==> src/rtl/seq_burst_arbiter.sv <==
// Round-robin arbiter granting bursts of a shared sequence generator to NREQ requesters.
// Grant/gen_en follow the arbitration cycle by one; out_valid trails gen_en by one cycle.
module seq_burst_arbiter #(
  parameter int NREQ  = 4,
  parameter int LEN_W = 4,
  parameter int DW    = 8,
  parameter int IDW   = $clog2(NREQ)
) (
  input  logic                  clk,
  input  logic                  rst,
  input  logic [NREQ-1:0]       req,
  input  logic [NREQ*LEN_W-1:0] req_len,
  output logic [NREQ-1:0]       grant,
  output logic                  gen_en,
  input  logic [DW-1:0]         gen_data,
  output logic [DW-1:0]         out_data,
  output logic                  out_valid,
  output logic [IDW-1:0]        out_id,
  output logic                  done,
  output logic                  busy
);

  typedef enum logic [1:0] {IDLE, RUN, DRAIN} state_t;

  state_t           state_q, state_d;
  logic [IDW-1:0]   ptr_q, ptr_d;
  logic [IDW-1:0]   id_q, id_d;
  logic [IDW-1:0]   out_id_q, out_id_d;
  logic [LEN_W-1:0] cnt_q, cnt_d;
  logic [NREQ-1:0]  grant_q, grant_d;
  logic             gen_en_q, gen_en_d;
  logic             out_valid_q, out_valid_d;
  logic             done_q, done_d;
  logic             busy_q, busy_d;

  logic             sel_vld;
  logic [IDW-1:0]   sel_idx;
  logic [IDW-1:0]   cand;
  logic [LEN_W-1:0] sel_len;

  // Search upward from ptr+1 so the last-served requester has lowest priority.
  always_comb begin
    sel_vld = 1'b0;
    sel_idx = '0;
    cand    = '0;
    sel_len = '0;
    for (int i = 1; i <= NREQ; i++) begin
      cand = IDW'((int'(ptr_q) + i) % NREQ);
      if (!sel_vld && req[cand]) begin
        sel_vld = 1'b1;
        sel_idx = cand;
      end
    end
    for (int i = 0; i < NREQ; i++) begin
      if (sel_idx == IDW'(i)) sel_len = req_len[i*LEN_W +: LEN_W];
    end
  end

  always_comb begin
    state_d     = state_q;
    ptr_d       = ptr_q;
    id_d        = id_q;
    cnt_d       = cnt_q;
    grant_d     = grant_q;
    busy_d      = busy_q;
    gen_en_d    = 1'b0;
    done_d      = 1'b0;
    out_valid_d = gen_en_q;
    out_id_d    = id_q;
    case (state_q)
      IDLE: begin
        if (sel_vld) begin
          grant_d = NREQ'(1) << sel_idx;
          id_d    = sel_idx;
          ptr_d   = sel_idx;
          cnt_d   = sel_len;
          busy_d  = 1'b1;
          if (sel_len == '0) begin
            state_d = DRAIN;
            done_d  = 1'b1;
          end else begin
            state_d  = RUN;
            gen_en_d = 1'b1;
          end
        end
      end
      RUN: begin
        if (cnt_q == LEN_W'(1)) begin
          state_d = DRAIN;
          done_d  = 1'b1;
        end else begin
          cnt_d    = cnt_q - LEN_W'(1);
          gen_en_d = 1'b1;
        end
      end
      DRAIN: begin
        state_d = IDLE;
        grant_d = '0;
        busy_d  = 1'b0;
      end
      default: state_d = IDLE;
    endcase
  end

  always_ff @(posedge clk) begin
    if (rst) begin
      state_q     <= IDLE;
      ptr_q       <= IDW'(NREQ - 1);
      id_q        <= '0;
      out_id_q    <= '0;
      cnt_q       <= '0;
      grant_q     <= '0;
      gen_en_q    <= 1'b0;
      out_valid_q <= 1'b0;
      done_q      <= 1'b0;
      busy_q      <= 1'b0;
    end else begin
      state_q     <= state_d;
      ptr_q       <= ptr_d;
      id_q        <= id_d;
      out_id_q    <= out_id_d;
      cnt_q       <= cnt_d;
      grant_q     <= grant_d;
      gen_en_q    <= gen_en_d;
      out_valid_q <= out_valid_d;
      done_q      <= done_d;
      busy_q      <= busy_d;
    end
  end

  assign grant     = grant_q;
  assign gen_en    = gen_en_q;
  assign out_valid = out_valid_q;
  assign out_id    = out_id_q;
  assign done      = done_q;
  assign busy      = busy_q;
  // gen_data is already the generator's registered result, aligned with out_valid.
  assign out_data  = out_valid_q ? gen_data : '0;

endmodule
==> config.mk <==
export PLATFORM = sky130hd
export DESIGN_NAME = seq_burst_arbiter
export DESIGN_NICKNAME = d
export VERILOG_FILES = /design/src/rtl/seq_burst_arbiter.sv
export SDC_FILE = /design/constraint.sdc
export NUM_CORES = 1
export LEC_CHECK = 0
export CAP_MARGIN = 0
export CORE_MARGIN = 4
export CORE_UTILIZATION = 48
export CTS_BUF_LIST = sky130_fd_sc_hd__clkbuf_8
export CTS_CLUSTER_DIAMETER = 50
export DETAILED_ROUTE_END_ITERATION = 12
export PLACE_DENSITY = 0.86
export REMOVE_ABC_BUFFERS = 1
export SLEW_MARGIN = 20
export SYNTH_ARGS = -nofsm -noshare
export SYNTH_HDL_FRONTEND = slang
export SYNTH_SLANG_ARGS = --single-unit
==> constraint.sdc <==
create_clock -name clk -period 4.4 [get_ports clk]
set_input_delay 0.88 -clock clk [delete_from_list [all_inputs] [get_ports clk]]
set_output_delay 0.88 -clock clk [all_outputs]
set_load 0.01 [all_outputs]
== After elaboration in Yosys (flattened, before gate mapping) ==
Cells that the tools add are included.
Storage, ports and cells
  flip-flop bits (word level): 20
  output and inout bits: 18
  word-level logic and storage cells: 84
Operators by class
  add/sub/neg operators: 5
  magnitude comparators: 4
  eq/ne operators: 9
  shift-type cells: 1
  mux-type cells: 40
  reductions and logical operators: 15
Operators by type and width (number)
  4-bit two-way mux: 7
  4-bit case mux with 2 select lines: 2
  1-bit two-way mux: 15
  2-bit two-way mux: 7
  2-bit by 3-bit less-than comparator with 1-bit output, second input constant: 4
  1-bit binary-select mux with 2-bit select: 4
  8-bit two-way mux: 1
  2-bit == test, second input constant: 3
  2-bit inequality test, second input constant: 3
  1-bit case mux with 2 select lines: 3
  2-bit AND reduction: 3
  2-bit by 1-bit adder with 2-bit output, second input constant: 2
  2-bit adder, second input constant: 2
  2-bit by 1-bit == test with 1-bit output, second input constant: 2
  4-bit by 1-bit == test with 1-bit output, second input constant: 1
  2-bit zero test: 2
  4-bit zero test: 1
  2-bit case mux with 2 select lines: 1
  2-bit nonzero test: 2
  1-bit by 2-bit left shift with 4-bit output, first input constant: 1
  4-bit by 1-bit subtractor with 4-bit output, second input constant: 1
  1-bit logical AND: 3
  1-bit zero test: 3
  3-bit AND reduction: 1

== Longest topological paths before layout ==
  depth after elaboration: 22
  mapped depth: 6
  gate-level depth less buffers: 6

== Worst setup path after synthesis ==
Ideal clock, no wire load.
  kind: input -> register
  start: in req[3]
  end: reg cnt_q[3]
  library setup time: 0.075 ns
  arrival time: 2.000 ns
  required time: 4.325 ns
  slack: 2.324 ns
  stages: 6
  path buffers: 1
  cell sequence: nor2b_1 o311a_2 buf_6 mux2i_1 mux2_2 o22ai_1
Between the ends
  longest elaborated chain between the ends: 19
  elaborated cells on any way between the ends: 34
Ends and longest elaborated chain
  from (decl): line 11  | input logic [NREQ-1:0] req,
  1-bit binary-select mux with 2-bit select: line 49  | if (!sel_vld && req[cand]) begin
  1-bit two-way mux (implied by the code): line 49
  1-bit two-way mux: line 49
  1-bit zero test: line 49
  1-bit logical AND: line 49
  1-bit two-way mux: line 49
  1-bit zero test: line 49
  1-bit logical AND: line 49
  1-bit two-way mux: line 49
  1-bit zero test: line 49
  1-bit logical AND: line 49
  2-bit two-way mux: line 49
  2-bit zero test: line 55  | if (sel_idx == IDW'(i)) sel_len = req_len[i*LEN_W +: LEN_W];
  4-bit two-way mux (4 in a row): line 55
  4-bit two-way mux: line 72  | if (sel_vld) begin
  4-bit case mux with 2 select lines: line 70  | case (state_q)
  to (signal assigned): line 122  | cnt_q <= cnt_d;
  to (decl): line 29  | logic [LEN_W-1:0] cnt_q, cnt_d;
Several ways; a longest one is shown, not always the timed one. The select of a mux whose other input is x is not followed.
A chain may end at the register's enable or synchronous reset.

== Worst setup path in the final report ==
  start: in gen_data[7]
  end: out out_data[7]
Between the ends
  longest elaborated chain between the ends: 1
Ends and longest elaborated chain
  from (decl): line 15  | input logic [DW-1:0] gen_data,
  8-bit two-way mux: line 138  | assign out_data = out_valid_q ? gen_data : '0;
  to (decl): line 16  | output logic [DW-1:0] out_data,
No other way between the ends.

==> metrics <==
status=completed; number of routed nets with antenna violations=0; post-synth cell types=44; DRC=0; num ports=48; Area Overhead vs Synth=42.2%; fillers=184; Clock Tree Buf Depth=2; CTS buffer count=3; Core Rows=17; Mean Syn Cell Area=8.63 µm²; Setup Fix Bufs, Post-CTS=0; CP dominant cell by count=clkdlybuf4s50_1; DP Worst Slack=1.52 ns; logic gate share of total power=54.3%; Buf+Inv Stages, Crit Path=2; CTS tree=yes; Cell Pwr Density=528 nW/µm²; clk sinks=20; sequential fraction of the synthesis area=32.9%; clock transition at the registers of the reported paths=0.06 ns; final RePlAce weighted congestion=0.836; Req. time, crit path=3.52 ns; worst setup path class=in -> out; VDD IR max=0.327 mV; vias in the first global route=1,207; # diodes=0; setup ws final=1.52 ns; slowest CP cell=clkdlybuf4s50_1; Worst setup SP type=primary input; CTS H-tree depth=1; gate count after technology mapping=141; critical path fanouts, max=1; Core ar.=2320 µm²; GR peak layer=met2; HPWL Detailed=2660 µm; CP endpoint kind=output pin; Net Sw Power=0.000359 W; CP delay by family, top=buffers and inverters; share of cells above drive strength 1=8.56%; Max Cap Violations=0; height of the chip=58.3 µm; I/O Buffers=47; largest net degree at the start of global routing=21; RSZ-0062 raised after global routing=false; post-CTS sizing=0; Worst Path Arrival=2.00 ns; routing usage on met1=20.5%; GRT Util Overall=19.4%; Overflow after GRT=0; Setup TNS Final=0 ns; Clock Skew=0.00441 ns; met3 usage=5.26%; leakage power=0.670 nW; clock root buffer=clkbuf_8; vias per cell=5.90; Initial Utilization=52.5%; internal power=0.000554 W; sw frac=39.3%; final setup fails=0; Reg area=400 µm²; EDFF count, synth=0; post-synth top area share=32.9%; Synth top cells by count=20 x dfxtp_1, 16 x nor2_1, 9 x nor3_1; Synth async-reset ratio=0%; initial antenna violation count=0; Slew Viols, Final=0; Final Cycle Share=65.4%; vias post-DR=1,268; Tmin final=2.88 ns; DIE AREA=3400 µm²; Hold Vio Cnt, Final=0; Fmax achieved=0.347 GHz; first-pass GRT wire length=5170 µm; Worst-Margin Slew=0.827 ns; clock share of power=12.7%; Ys Warns=0; sequential share of power=33.0%; ys flop type=dfxtp_1; multi-input gate area in the final layout=767 µm²; cell taking the most area after synthesis=dfxtp_1; worst-skew pair later-pin latency=0.25 ns; crit path cell chain=clkdlybuf4s50_1 > and2_1 > clkdlybuf4s50_1; worst hold path class=reg -> reg; WL final=3300 µm; GRT met2 Usage=37.6%; Die Wd=58.3 µm; nets=221; count leader, synth=dfxtp_1; Synth area leaders=dfxtp_1 33%, mux2i_1 6.6%, nor2_1 4.9%, and2_1 4.1%, nor3_1 3.7%; post-synthesis cell area=1220 µm²; Crit path largest cell delay=0.54 ns; hold_buf cts=0; Worst slew margin=44.4%; synthesis-stage register bit count=20; Starting DRT DRC Count=45; DR WL/cell=15.3 µm; first drt pass iteration count=4
## stage by stage
stage | power, W | hold WS, ns | instances | util, % | area (µm²)
global placement | 0.000772 | 0.446 | 212 | 72.8 | 1690
global route | 0.000978 | 0.482 | 215 | 74.6 | 1730
detailed placement | 0.000793 | 0.455 | 212 | 72.8 | 1690
CTS | 0.000911 | 0.466 | 215 | 74.6 | 1730
floorplan | 0.000615 | 0.438 | 137 | - | 1180
finish | 0.000912 | 0.464 | 215 | 74.6 | 1730
## layer usage
layer | vias up | routed length (µm)
met5 | - | 0
met1 | 568 | 1290
met3 | 2 | 362
met4 | 0 | 14
met2 | 73 | 1630
li1 | 625 | -
## state kept, by name, indices dropped and copies added, names as in the netlist
name,cells
gen_en,1
busy,1
out_id,2
cnt_q,4
ptr_q,2
out_valid,1
id_q,2
state_q,2
done,1
grant,4
## final timing paths
kind / from / endpoint / slack (ns) / cells after the start
max: gen_data[7] / out_data[7] / 1.52 / 3
min: id_q[0]$_SDFFE_PP0P_ / out_id[0]$_SDFF_PP0_ / 0.46 / 1
max reg2reg: state_q[1]$_SDFFE_PP0P_ / done$_SDFF_PP0_ / 2.57 / 5
min reg2reg: id_q[0]$_SDFFE_PP0P_ / out_id[0]$_SDFF_PP0_ / 0.46 / 1
## area by class of cell
cell class | instances | share of cell area [%]
inverters | 4 | 0.868
clock buffers | 3 | 2.39
repair buffers | 47 | 27.2
multi-input cells | 113 | 44.4
flip-flops and latches | 20 | 23.2
well taps | 28 | 2.03
## power by group through the flow
stage / combinational, W / sequential (W) / clock, W
finish: 0.000495 / 0.000301 / 0.000116
floorplan: 0.000312 / 0.000303 / 0
global route: 0.000544 / 0.000309 / 0.000125
detailed placement: 0.000490 / 0.000304 / 0
CTS: 0.000493 / 0.000300 / 0.000119
global placement: 0.000475 / 0.000298 / 0
## kinds of logic (layout without fill, tap and decap cells)
logic type | Yosys count | in the layout | synth area share, %
muxes | 11 | 11 | 9.36
AOI/OAI and AO/OA | 35 | 35 | 21.5
and+or+nand+nor | 65 | 65 | 30.1
buffers and inverters | 8 | 54 | 4.01
adders and majority gates | 2 | 2 | 2.06
DFF | 20 | 20 | 32.9
## cell usage in the layout (no fill, tap or decap), drive strengths merged, types with 3 or more instances in the layout
| cell type | n |
|---|---|
| and2 | 9 |
| nand2b | 3 |
| nor4 | 6 |
| nor3 | 10 |
| a22oi | 6 |
| clkdlybuf4s50 | 47 |
| mux2i | 8 |
| dfxtp | 20 |
| nand3 | 4 |
| inv | 4 |
| nor2 | 16 |
| o21ai | 6 |
| mux2 | 3 |
| clkbuf | 3 |
| nor2b | 5 |
| a211o | 4 |
| a21oi | 6 |
| nand2 | 3 |
Note: power is estimated with default switching activity, not from simulation.
